[config.mk]
export PLATFORM = sky130hd
export DESIGN_NAME = ca_8queen
export DESIGN_NICKNAME = d
export VERILOG_FILES = /design/src/rtl/ca_8queen.sv
export SDC_FILE = /design/constraint.sdc
export NUM_CORES = 1
export LEC_CHECK = 0
export BUFFER_PORTS_ARGS = -buffer_cell sky130_fd_sc_hd__buf_2
export CORE_MARGIN = 2
export CORE_UTILIZATION = 45
export DETAILED_ROUTE_END_ITERATION = 8
export MAX_ROUTING_LAYER = met4
export SETUP_SLACK_MARGIN = 0.02
export SYNTH_ARGS = -nofsm -noshare
export SYNTH_HDL_FRONTEND = slang
export SYNTH_SLANG_ARGS = --single-unit
[constraint.sdc]
create_clock -name clk -period 4.89 [get_ports clk]
set_input_delay 0.978 -clock clk [delete_from_list [all_inputs] [get_ports clk]]
set_output_delay 0.978 -clock clk [all_outputs]
set_load 0.03 [all_outputs]
[src/rtl/ca_8queen.sv]
// N-queens solver: row-by-row backtracking search for the first solution in
// lexicographic order, then streams the board one one-hot row per cycle.
module ca_8queen #(
  parameter int N = 8
) (
  input  logic         clk,
  input  logic         reset,
  input  logic         start,
  output logic         No_Answer,
  output logic         done,
  output logic [0:N-1] out_last
);

  typedef enum logic [2:0] {IDLE, SEARCH, OUT, FINISH, NOANS} state_t;

  localparam logic [3:0] N_CNT = 4'(N);
  localparam logic [3:0] LAST  = 4'(N - 1);

  state_t         state, state_nxt;
  logic [3:0]     row, row_nxt;
  logic [3:0]     col, col_nxt;
  logic [3:0]     kidx, kidx_nxt;
  logic [3*N-1:0] pos, pos_nxt;
  logic           done_nxt, no_ans_nxt, safe;
  logic [0:N-1]   out_nxt;

  function automatic logic [2:0] pos_at(input logic [3*N-1:0] p, input logic [3:0] idx);
    pos_at = 3'd0;
    for (int i = 0; i < N; i++)
      if (idx == 4'(i)) pos_at = p[3*i +: 3];
  endfunction

  function automatic logic [0:N-1] onehot(input logic [3:0] cidx);
    onehot = '0;
    for (int i = 0; i < N; i++)
      if (cidx == 4'(i)) onehot[i] = 1'b1;
  endfunction

  // Candidate is safe when no queen in an earlier row shares its column or diagonal.
  function automatic logic is_safe(input logic [3*N-1:0] p, input logic [3:0] r,
                                   input logic [3:0] c);
    int pk, cc, d;
    is_safe = 1'b1;
    for (int i = 0; i < N; i++) begin
      if (4'(i) < r) begin
        pk = int'(p[3*i +: 3]);
        cc = int'(c);
        d  = (pk > cc) ? pk - cc : cc - pk;
        if (pk == cc || d == int'(r) - i) is_safe = 1'b0;
      end
    end
  endfunction

  always_comb begin
    state_nxt  = state;
    row_nxt    = row;
    col_nxt    = col;
    kidx_nxt   = kidx;
    pos_nxt    = pos;
    done_nxt   = done;
    no_ans_nxt = No_Answer;
    out_nxt    = out_last;
    safe       = is_safe(pos, row, col);
    case (state)
      IDLE: begin
        done_nxt   = 1'b0;
        no_ans_nxt = 1'b0;
        out_nxt    = '0;
        if (start) begin
          row_nxt   = 4'd0;
          col_nxt   = 4'd0;
          state_nxt = SEARCH;
        end
      end
      SEARCH: begin
        if (col == N_CNT) begin
          if (row == 4'd0) begin
            state_nxt  = NOANS;
            no_ans_nxt = 1'b1;
          end else begin
            row_nxt = row - 4'd1;
            col_nxt = {1'b0, pos_at(pos, row - 4'd1)} + 4'd1;
          end
        end else if (safe) begin
          for (int i = 0; i < N; i++)
            if (row == 4'(i)) pos_nxt[3*i +: 3] = col[2:0];
          if (row == LAST) begin
            // Row 0 may be the one being written this cycle when N is 1.
            state_nxt = OUT;
            kidx_nxt  = 4'd0;
            done_nxt  = 1'b1;
            out_nxt   = onehot((row == 4'd0) ? col : {1'b0, pos_at(pos, 4'd0)});
          end else begin
            row_nxt = row + 4'd1;
            col_nxt = 4'd0;
          end
        end else begin
          col_nxt = col + 4'd1;
        end
      end
      OUT: begin
        if (kidx == LAST) begin
          state_nxt = FINISH;
        end else begin
          kidx_nxt = kidx + 4'd1;
          out_nxt  = onehot({1'b0, pos_at(pos, kidx + 4'd1)});
        end
      end
      FINISH: begin
        if (!start) begin
          state_nxt = IDLE;
          done_nxt  = 1'b0;
          out_nxt   = '0;
        end
      end
      NOANS: begin
        if (!start) begin
          state_nxt  = IDLE;
          no_ans_nxt = 1'b0;
        end
      end
      default: state_nxt = IDLE;
    endcase
  end

  always_ff @(posedge clk or negedge reset) begin
    if (!reset) begin
      state     <= IDLE;
      row       <= 4'd0;
      col       <= 4'd0;
      kidx      <= 4'd0;
      pos       <= '0;
      done      <= 1'b0;
      No_Answer <= 1'b0;
      out_last  <= '0;
    end else begin
      state     <= state_nxt;
      row       <= row_nxt;
      col       <= col_nxt;
      kidx      <= kidx_nxt;
      pos       <= pos_nxt;
      done      <= done_nxt;
      No_Answer <= no_ans_nxt;
      out_last  <= out_nxt;
    end
  end

endmodule

==> impl_metrics.toml, run 1 <==
[synthesis]
async_flop_share_pct = 100
synth.distinct_cells = 76
synth_seq_area_share_pct = 19.9
synth_warnings = 0
synth-seq-cells = 49
synth_ff_type = "dfrtp_1"
synth_cells = 742
syn_nets = 832
synth.cell_area_mm2 = 0.00615
avgSynthCellArea_um2 = 8.28
synth_edf_count = 0

[setup_path]
crit_type = "flop to flop"
startpoint_type = "flop"
cp-endpoint = "pos[18]"
max_stage_delay_ns = 0.67
crit_chain = "inv_1, ha_1, and3_1, a211oi_1, mux2_2, o21ai_0, o32a_1, o211ai_1, or4_1, nand2b_4, nor2_1, mux2i_1"
cp-end-kind = "flop"
rr_startpoint = "col[2]"
worstRegToRegCells = 12
r2r_setup_slack_ns = 0.48
crit_arrival_ns = 4.62
required_ns = 5.10
crit_slowest_cell = "or4_1"
startpoint = "col[2]"
worstReg2RegEnd = "pos[18]"
crit_fanout = 14

[global_routing]
antenna_found_initial = 0
grt.overflow.total = 0
track_usage_pct = 28.0
grt_max_degree = 50
grt_pass1_vias = 5475
grt_pass1_wl_um = 30300

[floorplanning]
rows = 42
die_h_um = 121
die-area_mm2 = 0.0146
start_util_pct = 46.2
chipWidth_um = 121
coreArea_mm2 = 0.0133
io-pin-count = 13

[cts]
clkTransAtPathRegs_ns = 0.07
cts_resized = 0
postCtsSetupRepairBufs = 0
worstSkewPairLatency_ns = 0.30
h-tree-depth = 2
postCtsHoldBufs = 0
cts_inserted_buffers = 5
clock-sinks = 49
cts_tree = "built"
cts_root_buf = "clkbuf_16"
clock_path_buffers = 2

[status]
outcome = "complete, no violations"

[placed_design]
gp_congestion = 1.00
placement.io_buffers = 12
dp_hpwl_um = 14800
preCtsSetupSlack_ns = 0.499

[finish]
seqCellArea_mm2 = 0.00123
fin_nets = 824
multi_input_area_mm2 = 0.00450
area_growth_pct = 5.92
n_antenna_cell = 0
drive_above_1_share_pct = 7.21
utilization_pct = 49.0
fill_cells = 1327

[flow_run]
maxCapViolations = 0

[routing]
firstDrtPassIters = 5
routed_wl_um = 19300
vias_per_cell = 6.12
vias = 5575
ant_nets = 0
drc = 0
wl_per_cell_um = 21.2
drtIter0Drc = 448

[timing]
min_period_ns = 4.41
tightestPinTransition_ns = 0.830
fin_crit_sh_pct = 90.2
hold_viol = 0
rsz0062_at_grt = "false"
holdWs_ns = 0.496
slew_viol_final = 0
skew_ns = 0.00858
slew_headroom_pct = 44.3
max_freq_ghz = 0.227
setup_violations = 0
setup_tns_ns = 0
timing.final.ws_setup_ns = 0.481

[worst_hold_path]
holdCritStartpoint = "out_last[0]"
hold_class = "flop to flop"
-- synthesized netlist by cell type, drive strengths merged, types with 7 or more instances --
cell type | n | area [um2]
nand2 | 60 | 225
nand3b | 14 | 105
xor2 | 18 | 158
xnor2 | 38 | 333
buf | 12 | 60.1
nand3 | 24 | 120
fa | 16 | 320
nor3 | 14 | 85.1
nor2 | 43 | 161
a21o | 8 | 60.1
and3 | 12 | 75.1
nand2b | 10 | 70.1
a21oi | 57 | 285
a221oi | 7 | 61.3
dfrtp | 49 | 1230
a31oi | 7 | 43.8
o21ai | 27 | 135
clkbuf | 29 | 110
nor2b | 8 | 50.1
ha | 71 | 888
mux2i | 34 | 340
inv | 63 | 236
a211oi | 18 | 140
-- critical path: cells and delay by family (launching register included) --
family	cells	cell delay, ns
and+or+nand+nor	4	1.51
DFF	1	0.38
buffers and inverters	1	0.50
adders and majority gates	1	0.44
muxes	2	0.65
AOI/OAI and AO/OA	4	0.83
-- cells in the final DEF, fill, tap and decap left out, types with 4 or more instances in the layout --
cell type  instances
a21o_1             8
nand2_1           60
buf_2             12
ha_1              71
and2_1             5
clkbuf_16          5
nor2b_1            8
a221oi_1           7
a31oi_1            7
o2bb2ai_1          4
nand4_1            6
xor2_1            18
fa_1              16
o22ai_1            6
a21oi_1           57
mux2i_1           34
o21ai_0           26
inv_1             63
or4_1              5
xnor2_1           38
o311ai_0           4
nor3_1            11
nand3b_1          14
nand2b_1           9
nor2_1            43
o211ai_1           5
and3_1            12
mux2_2             6
dfrtp_1           49
nand3_1           24
buf_4             14
a211oi_1          17
-- cells by family after synthesis --
group                    share of synthesized area (%)
flip-flops                                        19.9
AND/OR/NAND/NOR                                   18.0
XOR/XNOR                                          8.35
adder cells (fa/ha/maj)                           19.7
buffers and inverters                             6.80
AO/OA/AOI/OAI                                     20.6
multiplexers                                      6.64
-- routing by layer --
| metal | vias up | global-route usage [%] | wire, um |
|---|---|---|---|
| li1 | 2624 | - | - |
| met3 | 52 | 4.18 | 1150 |
| met5 | - | - | 0 |
| met1 | 2712 | 37.7 | 8750 |
| met4 | 0 | 10.4 | 731 |
| met2 | 187 | 42.9 | 8680 |
-- flip-flops by register name (all words and copies together) (netlist names) --
register / flops
pos: 24
kidx: 4
row: 4
out_last: 8
col: 4
state: 3
done: 1
No_Answer: 1
-- worst min path at each step --
stage | end | slack [ns] | cells past startpoint
after floorplan | pos[12] | 0.55 | 2
after global placement | out_last[0] | 0.47 | 1
after detailed placement | out_last[0] | 0.48 | 1
after CTS | out_last[0] | 0.50 | 1
after global routing | out_last[0] | 0.53 | 1
final | out_last[0] | 0.50 | 1
-- through the flow --
stage	instances	area (um2)
global route	911	6510
global placement	903	6360
CTS	911	6510
floorplan	742	6150
finish	911	6510
detailed placement	903	6360
-- layout make-up --
| class | instances | area share (%) |
|---|---|---|
| multi-input combinational | 586 | 69.2 |
| sequential | 49 | 18.8 |
| inverter | 66 | 3.82 |
| tap | 176 | 3.38 |
| timing repair buffer | 26 | 2.54 |
| clock buffer | 5 | 1.92 |
| clock inverter | 3 | 0.346 |
Power of run 1 is not shown: default switching activity piles up to over one toggle a cycle in this logic, so the estimate is an artifact.
==> inputs of run 2 (changes only) <==
- ABC_AREA: default -> 1
- CORE_UTILIZATION: 45 -> 58
- PLACE_DENSITY: default -> 0.77
==> impl_metrics.toml, run 2 <==
[synthesis]
synth-xor-area-share_pct = 3.69
yosys-mux-area-fraction_pct = 0
synth.distinct_cells = 45
synth_top_area_cell = "nand2_1"
syn_nets = 1118
synth_warnings = 0
synth_area_leaders = "nand2_1 19%, dfrtp_1 19%, ha_1 13%"
synth_cells = 1028
async_flop_share_pct = 100
yosysTopAreaCellShare_pct = 19.3
synth_edf_count = 0
synth-seq-cells = 49
synth_fa_ha_area_share_pct = 18.3
yosys-top-cells-count = "340 x nand2_1, 131 x inv_1, 121 x nand3_1"
synth.cell_area_mm2 = 0.00662
synth_compound_gate_area_share_pct = 8.85
synth_ff_type = "dfrtp_1"
synth_top_family_by_area = "simple AND/OR/NAND/NOR gates"
synth_seq_area_share_pct = 18.5
yosys.area_share.simple_pct = 40.0
synth.most_common_cell = "nand2_1"
avgSynthCellArea_um2 = 6.44

[status]
outcome = "complete, no violations"

[timing]
max_freq_ghz = 0.283
timing.final.ws_setup_ns = 1.36
skew_ns = 0.00318
hold_viol = 0
setup_violations = 0
rsz0062_at_grt = "false"
slew_headroom_pct = 25.4
fin_crit_sh_pct = 72.2
slew_viol_final = 0
min_period_ns = 3.53
setup_tns_ns = 0
tightestPinTransition_ns = 1.12

[routing]
wl_per_cell_um = 15.1
vias = 6488
routed_wl_um = 17700
drtIter0Drc = 576
ant_nets = 0
drc = 0
vias_per_cell = 5.52
firstDrtPassIters = 5

[cts]
clock_path_buffers = 2
clkTransAtPathRegs_ns = 0.07
postCtsSetupRepairBufs = 0
cts_tree = "built"
h-tree-depth = 2
cts_root_buf = "clkbuf_16"
cts_resized = 0
postCtsHoldBufs = 0
clock-sinks = 49
worstSkewPairLatency_ns = 0.30
cts_inserted_buffers = 5

[setup_path]
crit_type = "flop to flop"
required_ns = 5.13
cp.buffers_inverters = 2
crit_chain = "inv_2, ha_1, nand2_1, inv_1, nand2_1, nand2_1, nand3_1, nor2_1, nor2_1, o21ai_2, nor2_4, nand2_4, nand2_2, nand2_2, nor2_2, nand2_1, nand2_1"
crit_arrival_ns = 3.77
critPathTopFamily = "simple AND/OR/NAND/NOR gates"
crit_slowest_cell = "dfrtp_1"
startpoint_type = "flop"
cp-end-kind = "flop"
crit_fanout = 14
crit_path_frequent_cell = "nand2_1"
max_stage_delay_ns = 0.70

[worst_hold_path]
hold_class = "flop to flop"

[power_and_ir_drop]
vdd_drop_max_mv = 0.336
p_sw_mw = 2.19
pwr-share-seq_pct = 14.6
power_density_mw_per_mm2 = 556
power_frac_clock_pct = 10.6
pwr-share-comb_pct = 74.7
p_int_mw = 1.67
switching_share_pct = 56.7
p_leak_nw = 3.79

[floorplanning]
rows = 39
die-area_mm2 = 0.0123
io-pin-count = 13
coreArea_mm2 = 0.0113
start_util_pct = 58.7
chipWidth_um = 111
die_h_um = 111

[global_routing]
busiest_layer = "met2"
track_usage_pct = 30.1
grt_pass1_vias = 5924
grt_use_met2_pct = 46.3
grt_max_degree = 50
grt.overflow.total = 0
grtUsageMet1_pct = 41.2
grt_pass1_wl_um = 29300
antenna_found_initial = 0
met3_usage_pct = 4.92

[finish]
n_antenna_cell = 0
regMostFlops = "pos"
final_cell_mix = "340 x nand2_1, 131 x inv_1, 121 x nand3_1, 71 x ha_1, 53 x nor2_1"
area_growth_pct = 5.01
fin_nets = 1122
largest_reg_flops = 24
final_common_cell = "nand2_1"
largestRegisters = "pos: 24 flops, out_last: 8 flops"
fin_area_mm2 = 0.00695
drive_above_1_share_pct = 8.23

[placed_design]
preCtsSetupSlack_ns = 1.54
placement.io_buffers = 12
dp_hpwl_um = 13300
place_area_mm2 = 0.00678
gp_congestion = 0.976

[flow_run]
maxCapViolations = 0
run 2: per-stage QoR:
| step | hold WS, ns | instances | power, mW | util (%) |
|---|---|---|---|---|
| after global routing | 0.495 | 1176 | 4.27 | 61.6 |
| after floorplan | 0.442 | 1028 | 2.82 | - |
| final | 0.478 | 1176 | 3.86 | 61.6 |
| after detailed placement | 0.460 | 1168 | 3.41 | 60.1 |
| after CTS | 0.480 | 1176 | 3.83 | 61.6 |
| after global placement | 0.457 | 1168 | 3.38 | 60.1 |
run 2: area by class of cell:
cell class / count / area (um2)
multi-input cells: 806 / 4690
fillers: 1087 / 4320
flip-flops and latches: 49 / 1230
inverters: 150 / 568
well taps: 143 / 179
clock buffers: 5 / 125
repair buffers: 20 / 120
clock inverters: 3 / 43.8
run 2: worst reg2reg max path, delay by kind of cell, from the launching register on:
| family | cells | cell delay (ns) |
|---|---|---|
| fa+ha+maj | 1 | 0.37 |
| compound gates | 1 | 0.10 |
| flops | 1 | 0.70 |
| simple gates | 13 | 1.83 |
| buf+inv | 2 | 0.46 |
run 2: worst paths after layout:
kind	slack (ns)	end	depth (start not counted)	startpoint
max	1.36	out_last[7]	17	row[3]
min	0.48	kidx[3]	2	kidx[3]
max reg2reg	1.36	out_last[7]	17	row[3]
min reg2reg	0.48	kidx[3]	2	kidx[3]
max in group asynchronous	3.32	pos[8]	1	reset
min in group asynchronous	0.90	pos[21]	1	reset
run 2: power by group through the flow:
stage	logic [mW]	registers, mW	clock network [mW]
2_1_floorplan	2.23	0.596	0
3_3_place_gp	2.81	0.573	0
3_5_place_dp	2.83	0.572	0
4_1_cts	2.85	0.564	0.412
5_1_grt	3.27	0.574	0.425
6_report	2.89	0.565	0.411
run 2: cells by family (layout without fill, tap and decap cells):
logic type | after synthesis | count (layout)
buffers and inverters | 173 | 178
and+or+nand+nor | 584 | 584
xor gates and xnor gates | 27 | 27
adders and majority gates | 87 | 87
DFF | 49 | 49
AOI/OAI and AO/OA | 108 | 108
run 2: routing by layer:
layer  vias to the layer above  wire, um  share of wire, %
li1                       3282         -                 -
met1                      2917      8050                45
met2                       248      7860                44
met3                        41      1370               7.7
met4                         0       461               2.6
met5                         -         0                 0
Power figures use the tool's default switching activity.
